`config.mk`:
```
export PLATFORM = sky130hd
export DESIGN_NAME = hazard_md_ctrl
export DESIGN_NICKNAME = d
export VERILOG_FILES = /design/src/rtl/hazard_md_ctrl.sv
export SDC_FILE = /design/constraint.sdc
export NUM_CORES = 1
export LEC_CHECK = 0
export CAP_MARGIN = 40
export CORE_ASPECT_RATIO = 0.5
export CORE_MARGIN = 3
export CORE_UTILIZATION = 45
export DETAILED_ROUTE_END_ITERATION = 10
export PLACE_DENSITY = 0.9
export SYNTH_ARGS = -nofsm -noshare
export SYNTH_HDL_FRONTEND = slang
export SYNTH_SLANG_ARGS = --single-unit
```
`constraint.sdc`:
```
create_clock -name clk -period 3.1 [get_ports clk]
set_input_delay 0.31 -clock clk [delete_from_list [all_inputs] [get_ports clk]]
set_output_delay 0.31 -clock clk [all_outputs]
set_load 0.02 [all_outputs]
```
`src/rtl/hazard_md_ctrl.sv`:
```
// hazard_md_ctrl: hazard controller and scheduler for the 5-stage MIPS pipeline.
//
// Compares D/E source registers against E/M/W destinations and uses Tuse/Tnew
// timing to choose between forwarding and stalling. Tracks occupancy of the
// multi-cycle HI/LO multiply/divide unit and keeps a saturating stall counter.
//
// Ports:
//   clk, reset                      clock, synchronous active-high reset
//   D_rs, D_rt, D_Tuse_rs/rt        D-stage sources and their use times (3 = unused)
//   D_is_md                         D instruction touches HI/LO
//   E_rs, E_rt                      E-stage sources
//   E_WR, M_WR, W_WR, RegWrite_*    destination tags and write enables
//   Tnew_E, Tnew_M                  cycles until the stage's result exists
//   md_start, md_is_div             mult/div entering E this cycle
//   stall                           freeze PC/IF_ID, bubble ID_EX
//   fwd_D_rs/rt                     0 = GRF, 1 = E, 2 = M, 3 = W
//   fwd_E_rs/rt                     0 = pipeline value, 2 = M, 3 = W
//   md_busy, md_done, md_err        MD unit status
//   stall_cnt                       saturating count of stall cycles
module hazard_md_ctrl #(
    parameter int unsigned MULT_LAT = 5,
    parameter int unsigned DIV_LAT  = 10,
    parameter int unsigned CNT_W    = 16
) (
    input  logic             clk,
    input  logic             reset,
    input  logic [4:0]       D_rs,
    input  logic [4:0]       D_rt,
    input  logic [1:0]       D_Tuse_rs,
    input  logic [1:0]       D_Tuse_rt,
    input  logic             D_is_md,
    input  logic [4:0]       E_rs,
    input  logic [4:0]       E_rt,
    input  logic [4:0]       E_WR,
    input  logic [4:0]       M_WR,
    input  logic [4:0]       W_WR,
    input  logic             RegWrite_E,
    input  logic             RegWrite_M,
    input  logic             RegWrite_W,
    input  logic [2:0]       Tnew_E,
    input  logic [2:0]       Tnew_M,
    input  logic             md_start,
    input  logic             md_is_div,
    output logic             stall,
    output logic [1:0]       fwd_D_rs,
    output logic [1:0]       fwd_D_rt,
    output logic [1:0]       fwd_E_rs,
    output logic [1:0]       fwd_E_rt,
    output logic             md_busy,
    output logic             md_done,
    output logic             md_err,
    output logic [CNT_W-1:0] stall_cnt
);

    localparam int unsigned MaxLat = (MULT_LAT > DIV_LAT) ? MULT_LAT : DIV_LAT;
    localparam int unsigned LatW   = ($clog2(MaxLat + 1) > 4) ? $clog2(MaxLat + 1) : 4;
    localparam logic [LatW-1:0] MultLd = LatW'(MULT_LAT);
    localparam logic [LatW-1:0] DivLd  = LatW'(DIV_LAT);

    function automatic logic reg_match(input logic [4:0] src, input logic [4:0] wr,
                                       input logic we);
        return (src != 5'd0) && (src == wr) && we;
    endfunction

    // A source stalls only if a producer in E or M will not have its result in time.
    function automatic logic src_stall(input logic me, input logic mm, input logic [1:0] tuse,
                                       input logic [2:0] te, input logic [2:0] tm);
        if (tuse == 2'd3) return 1'b0;
        return (me && ({1'b0, tuse} < te)) || (mm && ({1'b0, tuse} < tm));
    endfunction

    function automatic logic [1:0] sel_d(input logic me, input logic mm, input logic mw,
                                         input logic [2:0] te, input logic [2:0] tm);
        if (me && te == 3'd0) return 2'd1;
        if (mm && tm == 3'd0) return 2'd2;
        if (mw)               return 2'd3;
        return 2'd0;
    endfunction

    function automatic logic [1:0] sel_e(input logic mm, input logic mw, input logic [2:0] tm);
        if (mm && tm == 3'd0) return 2'd2;
        if (mw)               return 2'd3;
        return 2'd0;
    endfunction

    logic [LatW-1:0]  cnt_q, cnt_d;
    logic             md_done_q, md_done_d;
    logic             md_err_q, md_err_d;
    logic [CNT_W-1:0] stall_cnt_q, stall_cnt_d;
    logic             data_stall, md_stall;

    always_comb begin
        data_stall = src_stall(reg_match(D_rs, E_WR, RegWrite_E), reg_match(D_rs, M_WR, RegWrite_M),
                               D_Tuse_rs, Tnew_E, Tnew_M)
                   | src_stall(reg_match(D_rt, E_WR, RegWrite_E), reg_match(D_rt, M_WR, RegWrite_M),
                               D_Tuse_rt, Tnew_E, Tnew_M);
        // md_start covers the cycle the op sits in E before the counter is loaded.
        md_stall   = D_is_md && ((cnt_q != '0) || md_start);
        stall      = data_stall | md_stall;

        fwd_D_rs = sel_d(reg_match(D_rs, E_WR, RegWrite_E), reg_match(D_rs, M_WR, RegWrite_M),
                         reg_match(D_rs, W_WR, RegWrite_W), Tnew_E, Tnew_M);
        fwd_D_rt = sel_d(reg_match(D_rt, E_WR, RegWrite_E), reg_match(D_rt, M_WR, RegWrite_M),
                         reg_match(D_rt, W_WR, RegWrite_W), Tnew_E, Tnew_M);
        fwd_E_rs = sel_e(reg_match(E_rs, M_WR, RegWrite_M), reg_match(E_rs, W_WR, RegWrite_W),
                         Tnew_M);
        fwd_E_rt = sel_e(reg_match(E_rt, M_WR, RegWrite_M), reg_match(E_rt, W_WR, RegWrite_W),
                         Tnew_M);
    end

    always_comb begin
        cnt_d       = cnt_q;
        md_done_d   = 1'b0;
        md_err_d    = md_err_q;
        stall_cnt_d = stall_cnt_q;

        if (md_start && cnt_q == '0) begin
            cnt_d = md_is_div ? DivLd : MultLd;
        end else if (cnt_q != '0) begin
            cnt_d = cnt_q - 1'b1;
        end
        // cnt == 1 always drains to 0 on this edge, so done shows next cycle.
        md_done_d = (cnt_q == LatW'(1));
        if (md_start && cnt_q != '0) md_err_d = 1'b1;
        if (stall && stall_cnt_q != '1) stall_cnt_d = stall_cnt_q + 1'b1;
    end

    always_ff @(posedge clk) begin
        if (reset) begin
            cnt_q       <= '0;
            md_done_q   <= 1'b0;
            md_err_q    <= 1'b0;
            stall_cnt_q <= '0;
        end else begin
            cnt_q       <= cnt_d;
            md_done_q   <= md_done_d;
            md_err_q    <= md_err_d;
            stall_cnt_q <= stall_cnt_d;
        end
    end

    assign md_busy   = (cnt_q != '0);
    assign md_done   = md_done_q;
    assign md_err    = md_err_q;
    assign stall_cnt = stall_cnt_q;

endmodule

```
==> impl_metrics.yaml <==
setup_path:
  cp.depth: 6
  crit_chain: "clkdlybuf4s50_1, xnor2_1, nand4_1, nor4_1, a21o_1, clkdlybuf4s50_1"
  worst_r2r_endpoint: "stall_cnt[7]"
  slowest_stage: "clkdlybuf4s50_1"
  path_buf_inv: 2
  r2r_slack_ps: 730
  worstPathArrival_ps: 2540
  critPathMaxFanout: 4
  cp-startpoint: "D_rt[4]"
  r2r_cells: 8
  cpMostUsedCell: "clkdlybuf4s50_1"
  timing.setup.critical_path_class: "input port to primary output"
  endpoint_kind: "primary output"
  reg2reg_from: "stall_cnt[0]"
  worstSetupStartpointType: "input port"
  max_stage_delay_ps: 620
  endpoint: "fwd_D_rt[0]"
  crit_family: "buffers and inverters"
  required_ps: 2790
grt:
  grt_pass1_vias: 2282
  grt_usage: 0.220
  grt_max_degree: 25
  grt_antenna_before_repair: 0
  grt_pass1_wl_mm: 9.96
  gr-total-overflow: 0
sta:
  slew_headroom: 0.393
  rsz0062_at_grt: "false"
  final-hold-violation-count: 0
  final.period_utilization: 0.919
  skew_ps: 2.84
  finalSetupViolCount: 0
  slew_violations: 0
  tightest_slew_ps: 908
  fin_crit_ps: 2850
  hold_ws_ps: 487
  setup_tns_ps: 0
  fmax_mhz: 351
power_and_ir_drop:
  sw_frac_of_total: 0.364
  vdd.ir_drop.worst_uv: 246
  leakage_nw: 1.08
  p_int_mw: 0.690
  combPwrFrac: 0.480
  seqPwrFrac: 0.328
  clkPwrFrac: 0.192
  power.density_mw_per_mm2: 357
  switchingPower_mw: 0.394
floorplanning:
  rows: 16
  core-area_mm2: 0.00418
  die_y_um: 54.4
  ios: 81
  initial_core_util: 0.503
  die_w_um: 103
  die_area_mm2: 0.00559
clock_tree:
  postCtsHoldBufs: 0
  cts_tree: "yes"
  path_clk_slew_ps: 80
  clk_latency_ps: 260
  cts_sinks: 22
  cts.repair.resized: 0
  cts_root_buffer: "clkbuf_8"
  cts_setup_buffers: 0
  htree_levels: 1
  clockBufferDepth: 2
  cts_made_buffers: 3
routing:
  drtIter0Drc: 53
  vias: 2275
  drc: 0
  drt_pre_antenna_iters: 4
  wl_per_cell_um: 14.8
  ant_nets: 0
  routed_wl_mm: 5.94
  vias_per_cell: 5.67
synthesis:
  syn_area_per_cell_um2: 7.98
  yosysSeqAreaShare: 0.209
  synth.net_count: 325
  ys_ff_latch: 22
  syn_area_mm2: 0.00211
  async_flop_share: 0
  synth_cells: 264
  synth_cell_types: 44
  ys.flop_type: "dfxtp_1"
  synth_warnings: 0
  synth_edf_count: 0
finish:
  area_growth_pct: 44.3
  final_common_cell: "clkdlybuf4s50_1"
  fin_nets: 409
  diodes: 0
  fillCellCount: 303
  final_core_util: 0.726
  final_cell_mix: "79 x clkdlybuf4s50_1, 39 x xnor2_1, 22 x dfxtp_1"
  layout-drive-gt1-share: 0.0749
placement:
  portBuffers: 80
  hpwl_mm: 5.00
  place.gp.congestion: 0.931
flow_run:
  cap_violations: 0
hold_path:
  hold_class: "register to register"
run_status:
  status: "complete, no violations"
[worst reg2reg max path: cells and delay by family, from the launching register on]
family | cells | cell delay, ps
AOI/OAI and AO/OA | 2 | 230
and+or+nand+nor | 3 | 1010
adders and majority gates | 1 | 240
buffers and inverters | 2 | 330
DFF | 1 | 410
[logic make-up after synthesis]
logic type / synth area share
and+or+nand+nor: 0.277
xor gates and xnor gates: 0.223
AOI/OAI and AO/OA: 0.171
buffers and inverters: 0.0612
DFF: 0.209
adders and majority gates: 0.0475
muxes: 0.0101
[Yosys cell counts, drive strengths merged, types with 2 or more instances]
cell type / count / area (um^2)
or4: 11 / 86.3
nor2: 20 / 85.1
nand3: 8 / 40.0
dfxtp: 22 / 440
a211oi: 2 / 15.0
nand2b: 5 / 31.3
o311a: 2 / 20.0
o41ai: 2 / 17.5
or3: 12 / 75.1
buf: 6 / 65.1
nand2: 18 / 67.6
nor4: 7 / 43.8
ha: 8 / 100
and3: 2 / 12.5
nor2b: 3 / 18.8
a21oi: 18 / 90.1
a2111oi: 2 / 30.0
nand4: 11 / 68.8
o21ai: 9 / 45.0
inv: 11 / 41.3
o21a: 3 / 22.5
o31ai: 5 / 51.3
nor3: 7 / 40.0
xnor2: 41 / 374
a21o: 4 / 30.0
xor2: 11 / 96.3
clkbuf: 6 / 22.5
[layout make-up]
| class | count | area (um^2) | share of cell area |
|---|---|---|---|
| repair buffers | 91 | 886 | 0.291 |
| inverters | 11 | 41.3 | 0.0136 |
| multi-input cells | 219 | 1550 | 0.510 |
| well taps | 54 | 67.6 | 0.0222 |
| flip-flops and latches | 22 | 440 | 0.145 |
| clock buffers | 4 | 55.1 | 0.0181 |
[registers in the layout (all words and copies together), names as in the netlist]
signal and cells:
md_done 1, stall_cnt 16, cnt_q 4, md_err 1
[layer usage]
metal,global-route usage,up-vias,share of wire
li1,-,1114,-
met1,0.281,1041,0.46
met2,0.405,111,0.47
met3,0.0191,9,0.061
met4,0.0624,0,0.014
met5,0,-,0
[power by group through the flow]
| stage | registers (mW) | logic [mW] | clock network (mW) |
|---|---|---|---|
| final | 0.356 | 0.520 | 0.208 |
| after global placement | 0.357 | 0.491 | 0 |
| after floorplan | 0.370 | 0.305 | 0 |
| after CTS | 0.356 | 0.517 | 0.211 |
| after detailed placement | 0.363 | 0.514 | 0 |
| after global routing | 0.359 | 0.573 | 0.217 |
[per-stage QoR]
| step | setup slack [ps] | total power, mW | cells | instance area [um^2] |
|---|---|---|---|---|
| floorplan | 803 | 0.675 | 264 | 2110 |
| global placement | 167 | 0.848 | 397 | 2970 |
| detailed placement | 101 | 0.876 | 397 | 2970 |
| CTS | 130 | 1.08 | 401 | 3020 |
| global route | 143 | 1.15 | 401 | 3040 |
| finish | 252 | 1.08 | 401 | 3040 |
[worst min-delay path by stage]
stage | from | to | cells past startpoint | slack [ps]
5_1_grt | cnt_q[3] | md_done | 1 | 530
3_3_place_gp | md_err | md_err | 2 | 460
3_5_place_dp | md_err | md_err | 2 | 470
2_1_floorplan | cnt_q[3] | md_done | 1 | 450
6_report | md_err | md_err | 2 | 490
4_1_cts | md_err | md_err | 2 | 490
(Power assumes the default switching activity.)
